`src/rtl/alu_pkg.sv`:
```
// alu_pkg -- shared definitions for the sequenced ALU arbiter:
// ALU command codes, controller state encoding and default widths.
package alu_pkg;

    localparam int DATA_W_DEF = 16;
    localparam int CMD_W_DEF  = 3;
    localparam int CNT_W_DEF  = 4;

    localparam logic [2:0] INC    = 3'b000;
    localparam logic [2:0] DEC    = 3'b001;
    localparam logic [2:0] INV    = 3'b010;
    localparam logic [2:0] REDAND = 3'b011;
    localparam logic [2:0] REDOR  = 3'b100;
    localparam logic [2:0] TEMP0  = 3'b101;
    localparam logic [2:0] TEMP1  = 3'b110;
    localparam logic [2:0] NOP    = 3'b111;

    typedef enum logic [1:0] {
        IDLE = 2'd0,
        EXEC = 2'd1,
        RESP = 2'd2
    } state_t;

endpackage

```
`src/rtl/alu_rr_arb.sv`:
```
// alu_rr_arb -- two-requester round-robin grant. The requester named by
// ptr wins a tie; the grant is one-hot and forced to zero when en is low.
module alu_rr_arb (
    input  logic [1:0] valid,
    input  logic       ptr,
    input  logic       en,
    output logic [1:0] grant
);

    // Pick the pointed-to requester first, otherwise the other one
    always_comb begin
        grant = 2'b00;
        if (en) begin
            if (!ptr) begin
                if (valid[0])      grant = 2'b01;
                else if (valid[1]) grant = 2'b10;
            end else begin
                if (valid[1])      grant = 2'b10;
                else if (valid[0]) grant = 2'b01;
            end
        end
    end

endmodule

```
`src/rtl/alu_seq_arbiter.sv`:
```
// alu_seq_arbiter -- arbitrates two requesters onto one combinational ALU
// and iterates the granted operation k+1 times, feeding each result back
// as the next operand, then presents the final value as a response.
// Build option: ALU_SEQ_REPEAT_EN. When defined the per-request repeat
// count is honoured; when undefined every operation is a single pass and
// no count register exists.
module alu_seq_arbiter
    import alu_pkg::*;
#(
    parameter int DATA_W = DATA_W_DEF,
    parameter int CMD_W  = CMD_W_DEF,
    parameter int CNT_W  = CNT_W_DEF
) (
    input  logic              CLK,
    input  logic              RST,
    input  logic              REQ0_VALID,
    input  logic              REQ1_VALID,
    output logic              REQ0_READY,
    output logic              REQ1_READY,
    input  logic [DATA_W-1:0] REQ0_DATA,
    input  logic [DATA_W-1:0] REQ1_DATA,
    input  logic [CMD_W-1:0]  REQ0_CMD,
    input  logic [CMD_W-1:0]  REQ1_CMD,
    input  logic [CNT_W-1:0]  REQ0_CNT,
    input  logic [CNT_W-1:0]  REQ1_CNT,
    output logic [DATA_W-1:0] ALU_OPND,
    output logic [CMD_W-1:0]  ALU_CMD,
    input  logic [DATA_W-1:0] ALU_RES,
    output logic              RSP_VALID,
    input  logic              RSP_READY,
    output logic [DATA_W-1:0] RSP_DATA,
    output logic              RSP_ID,
    output logic              RSP_ERR
);

    state_t              state;
    state_t              state_nx;
    logic                ptr;
    logic [1:0]          grant;
    logic                arb_en;
    logic                accept;
    logic                last_pass;
    logic                handshake;

    logic [DATA_W-1:0]   opnd;
    logic [CMD_W-1:0]    cmd_r;
    logic                id_r;
    logic                err_r;

    // Reserved command codes run as NOP and flag the response.
    function automatic logic cmd_illegal(input logic [CMD_W-1:0] c);
        return (c == CMD_W'(TEMP0)) || (c == CMD_W'(TEMP1));
    endfunction

    // Grants are only offered from IDLE; reset suppresses them outright.
    assign arb_en    = (state == IDLE) && !RST;
    assign accept    = |grant;
    assign handshake = (state == RESP) && RSP_READY;

    alu_rr_arb u_arb (
        .valid (({REQ1_VALID, REQ0_VALID})),
        .ptr   (ptr),
        .en    (arb_en),
        .grant (grant)
    );

`ifdef ALU_SEQ_REPEAT_EN
    logic [CNT_W-1:0] cnt;

    assign last_pass = (cnt == '0);

    // Remaining-pass counter: loaded on accept, counts down each EXEC cycle
    always_ff @(posedge CLK) begin
        if (accept) begin
            cnt <= grant[1] ? REQ1_CNT : REQ0_CNT;
        end else if ((state == EXEC) && !last_pass) begin
            cnt <= cnt - CNT_W'(1);
        end
    end
`else
    logic unused_cnt;

    // Counts are not used in the single-pass build.
    assign unused_cnt = ^{REQ0_CNT, REQ1_CNT};
    assign last_pass  = 1'b1;
`endif

    // Control state and round-robin pointer; reset wins over everything
    always_ff @(posedge CLK) begin
        if (RST) begin
            state <= IDLE;
            ptr   <= 1'b0;
        end else begin
            state <= state_nx;
            if (handshake) begin
                ptr <= ~id_r;
            end
        end
    end

    // Operand capture on accept, then ALU write-back every EXEC cycle
    always_ff @(posedge CLK) begin
        if (accept) begin
            opnd  <= grant[1] ? REQ1_DATA : REQ0_DATA;
            cmd_r <= grant[1] ? REQ1_CMD  : REQ0_CMD;
            err_r <= cmd_illegal(grant[1] ? REQ1_CMD : REQ0_CMD);
            id_r  <= grant[1];
        end else if (state == EXEC) begin
            opnd <= ALU_RES;
        end
    end

    // Next-state and all outputs; outputs idle at 0 / NOP outside their state
    always_comb begin
        state_nx   = state;
        REQ0_READY = 1'b0;
        REQ1_READY = 1'b0;
        ALU_OPND   = '0;
        ALU_CMD    = CMD_W'(NOP);
        RSP_VALID  = 1'b0;
        RSP_DATA   = '0;
        RSP_ID     = 1'b0;
        RSP_ERR    = 1'b0;
        case (state)
            IDLE: begin
                REQ0_READY = grant[0];
                REQ1_READY = grant[1];
                if (accept) begin
                    state_nx = EXEC;
                end
            end
            EXEC: begin
                ALU_OPND = opnd;
                ALU_CMD  = err_r ? CMD_W'(NOP) : cmd_r;
                if (last_pass) begin
                    state_nx = RESP;
                end
            end
            RESP: begin
                RSP_VALID = 1'b1;
                RSP_DATA  = opnd;
                RSP_ID    = id_r;
                RSP_ERR   = err_r;
                if (RSP_READY) begin
                    state_nx = IDLE;
                end
            end
            default: begin
                state_nx = IDLE;
            end
        endcase
    end

endmodule
```
`config.mk`:
```
export PLATFORM = sky130hd
export DESIGN_NAME = alu_seq_arbiter
export DESIGN_NICKNAME = d
export VERILOG_FILES = /design/src/rtl/alu_pkg.sv /design/src/rtl/alu_rr_arb.sv /design/src/rtl/alu_seq_arbiter.sv
export SDC_FILE = /design/constraint.sdc
export NUM_CORES = 1
export LEC_CHECK = 0
export ABC_CLOCK_PERIOD_IN_PS = 2400
export BUFFER_PORTS_ARGS = -buffer_cell sky130_fd_sc_hd__buf_4
export CAP_MARGIN = 20
export CORE_MARGIN = 2
export CORE_UTILIZATION = 40
export DETAILED_ROUTE_END_ITERATION = 7
export GPL_ROUTABILITY_DRIVEN = 0
export PLACE_DENSITY = 0.83
export RECOVER_POWER = 50
export SLEW_MARGIN = 15
export SYNTH_ARGS = -nofsm -noshare
export SYNTH_HDL_FRONTEND = slang
export SYNTH_HIERARCHICAL = 1
export SYNTH_SLANG_ARGS = --single-unit
export TNS_END_PERCENT = 10
```
`constraint.sdc`:
```
create_clock -name CLK -period 2.4 [get_ports CLK]
set_input_delay 0.48 -clock CLK [delete_from_list [all_inputs] [get_ports CLK]]
set_output_delay 0.48 -clock CLK [all_outputs]
set_load 0.1 [all_outputs]
```
==> results by group <==
Die
  – DIE WIDTH: 64.0 um
  – Die height: 64.0 um
  – Starting Density: 0.425
  – Row count: 21
  – # IOs: 107
  – Core box area: 3390 um^2
  – Die area: 4100 um^2

Final layout
  – Reg area: 691 um^2
  – Footprint of the multi-input gates: 721 um^2
  – Layout Nets: 308
  – Area Growth Syn to Fin: 58.9%
  – Share of layout cells above drive strength 1: 0.479
  – Fin cells: 286
  – Most common cell after layout, fill and taps aside: buf_4
  – Fillers: 297
  – Diodes inserted: 0
  – Most frequent cells in the layout: 99 x buf_4, 34 x and2_1, 21 x edfxtp_1

Power
  – Leak: 1.03 nW
  – Peak supply drop: 0.196 mV
  – Power Total: 1.21 mW
  – Power per cell area: 531 nW/um^2

Setup path
  – Critical-path cell list: nor3_2 -> nand2_1 -> a21oi_2 -> nor3b_4 -> buf_4
  – Buffers & Inverters on Critical Path: 1
  – Element type at the critical path start: flip-flop
  – Crit-path max FO: 6
  – Crit path kind: flip-flop to output port
  – Worst path slowest cell: dfxtp_1
  – Worst path max stage delay: 0.42 ns
  – Crit end category: output port
  – Crit path arrival time: 1.80 ns
  – Worst endpoint required time: 1.92 ns
  – Cell family with most CP delay: simple AND/OR/NAND/NOR gates

Routing
  – DR DRC count: 0
  – Met1 wire length: 1540 um
  – Vias/cell: 4.61
  – DR vias: 1319
  – WL met3: 267 um
  – Final ANT Viol Nets: 0
  – Highest metal used: met4
  – Final wirelength: 3720 um
  – Wire per inst: 13.0 um
  – Detailed Routing Iterations Pass 1: 5
  – Met2 WL post-DR: 1860 um
  – Initial DRC count: 58

Run status
  – Status: complete, no violations

Logic synthesis
  – #FFs+latches synth: 24
  – Netlist cell types: 25
  – Adder-cell share of the synthesized area: 0
  – Xor/xnor share of the synthesized area: 0.00608
  – Syn Inst Count: 142
  – Synth warn: 6
  – Synthesized area: 1440 um^2
  – Synth Area in Compound Gates: 0.0755
  – Combinational family with the most area after synthesis: simple AND/OR/NAND/NOR gates
  – Sequential fraction of the synthesis area: 0.479
  – Syn avg cell area: 10.2 um^2
  – Post-Synth Simple-Gate Area: 0.255
  – Mux contribution to synthesized area: 0.140
  – Syn Nets: 209

STA
  – Max_slew headroom: 0.643
  – WHS: 0.331 ns
  – Skew final: 0.00374 ns
  – Maximum clock frequency: 0.438 GHz
  – Setup violators final: 0
  – Final period utilization: 0.952
  – RSZ-0062 raised after global routing: no
  – Final Hold Fails: 0
  – Worst slew pin tran: 0.538 ns
  – Max Slew Vio Count: 0
  – Minimum clock period: 2.28 ns

Global routing
  – Initial antenna violation count: 0
  – Number of global-route vias before repair: 1241
  – Remaining Overflow, GRT: 0
  – First-pass GRT wire length: 5950 um
  – Largest net degree at the start of global routing: 38
  – GRT Total Usage: 0.186

CTS
  – Worst-Skew Late Latency: 0.31 ns
  – Post-CTS Setup Inserts: 0
  – Post-CTS Resized: 0
  – Post-CTS Hold Fix Bufs: 0
  – # clock sinks: 24
  – Clk root buf: clkbuf_4
  – TritonCTS Buffers: 3
  – CTS tree: built
  – Clk pin slew, worst setup/hold paths: 0.13 ns
  – H-tree levels: 1
  – Clk buf depth: 2

Hold path
  – Hold Crit Class: input port to flip-flop

Placed design
  – Placed Cells: 282
  – Post-DP HPWL: 3020 um
  – Port Buf Inserts: 98

Run
  – Max cap viols: 0
-- worst paths after layout --
check | startpoint | to | slack (ns) | cells after the start
setup reg to reg | state[1] | opnd[7] | 0.29 | 7
hold / removal | RST | ptr | 0.33 | 2
hold reg to reg | id_r | ptr | 0.47 | 1
setup / recovery | state[1] | REQ1_READY | 0.12 | 5
-- flip-flops by register name, summed over array words and instances (netlist names) --
signal and count:
opnd 16, cmd_r 3, state 2, err_r 1, id_r 1, ptr 1
-- synth_stat cells --
cell / number / area (um^2)
and2_1: 35 / 219
edfxtp_1: 21 / 631
nand2_1: 19 / 71.3
mux2i_1: 16 / 160
o21ai_0: 16 / 80.1
a21oi_1: 4 / 20.0
clkbuf_1: 3 / 11.3
dfxtp_1: 3 / 60.1
or3_1: 3 / 18.8
buf_2: 2 / 10.0
buf_6: 2 / 22.5
inv_1: 2 / 7.51
mux2_4: 2 / 30.0
nand2b_1: 2 / 12.5
nor3b_1: 2 / 15.0
a311oi_1: 1 / 8.76
and2b_1: 1 / 7.51
buf_4: 1 / 7.51
clkbuf_2: 1 / 5.00
mux2_2: 1 / 11.3
nor2_1: 1 / 3.75
nor2b_1: 1 / 6.26
nor2b_2: 1 / 8.76
nor3_1: 1 / 5.00
xor2_1: 1 / 8.76
-- layout make-up --
type                    instances  area share
inverters                       2     0.00328
flip-flops and latches         24       0.302
clock buffers                   4      0.0158
multi-input cells             107       0.315
well taps                      46      0.0251
repair buffers                103       0.339
-- kinds of logic (layout without fill, tap and decap cells) --
| kind of cell | count (synthesis) | in the layout |
|---|---|---|
| and+or+nand+nor | 66 | 66 |
| DFF | 24 | 24 |
| AOI/OAI and AO/OA | 21 | 21 |
| muxes | 19 | 19 |
| buffers and inverters | 11 | 109 |
| xor gates and xnor gates | 1 | 1 |
-- layer usage --
| layer | up-vias | track usage |
|---|---|---|
| li1 | 683 | - |
| met1 | 574 | 0.245 |
| met2 | 58 | 0.315 |
| met3 | 4 | 0.0264 |
| met4 | 0 | 0.0571 |
| met5 | - | 0 |
-- report_power, final --
group | total, mW | leakage (nW) | internal (mW) | switching (mW)
Sequential | 0.538 | 0.226 | 0.513 | 0.0245
Combinational | 0.464 | 0.780 | 0.154 | 0.310
Clock | 0.213 | 0.0210 | 0.0925 | 0.121
-- stage by stage --
| stage | TNS (ns) | instance area [um^2] | setup slack (ns) | util |
|---|---|---|---|---|
| finish | 0 | 2290 | 0.116 | 0.676 |
| global route | 0 | 2290 | 0.0131 | 0.676 |
| CTS | 0 | 2300 | 0.117 | 0.679 |
| detailed placement | 0 | 2260 | 0.272 | 0.668 |
| global placement | 0 | 2260 | 0.270 | 0.668 |
| floorplan | -0.810 | 1470 | -0.0910 | - |
No activity file was read; power rests on OpenSTA's default activity.
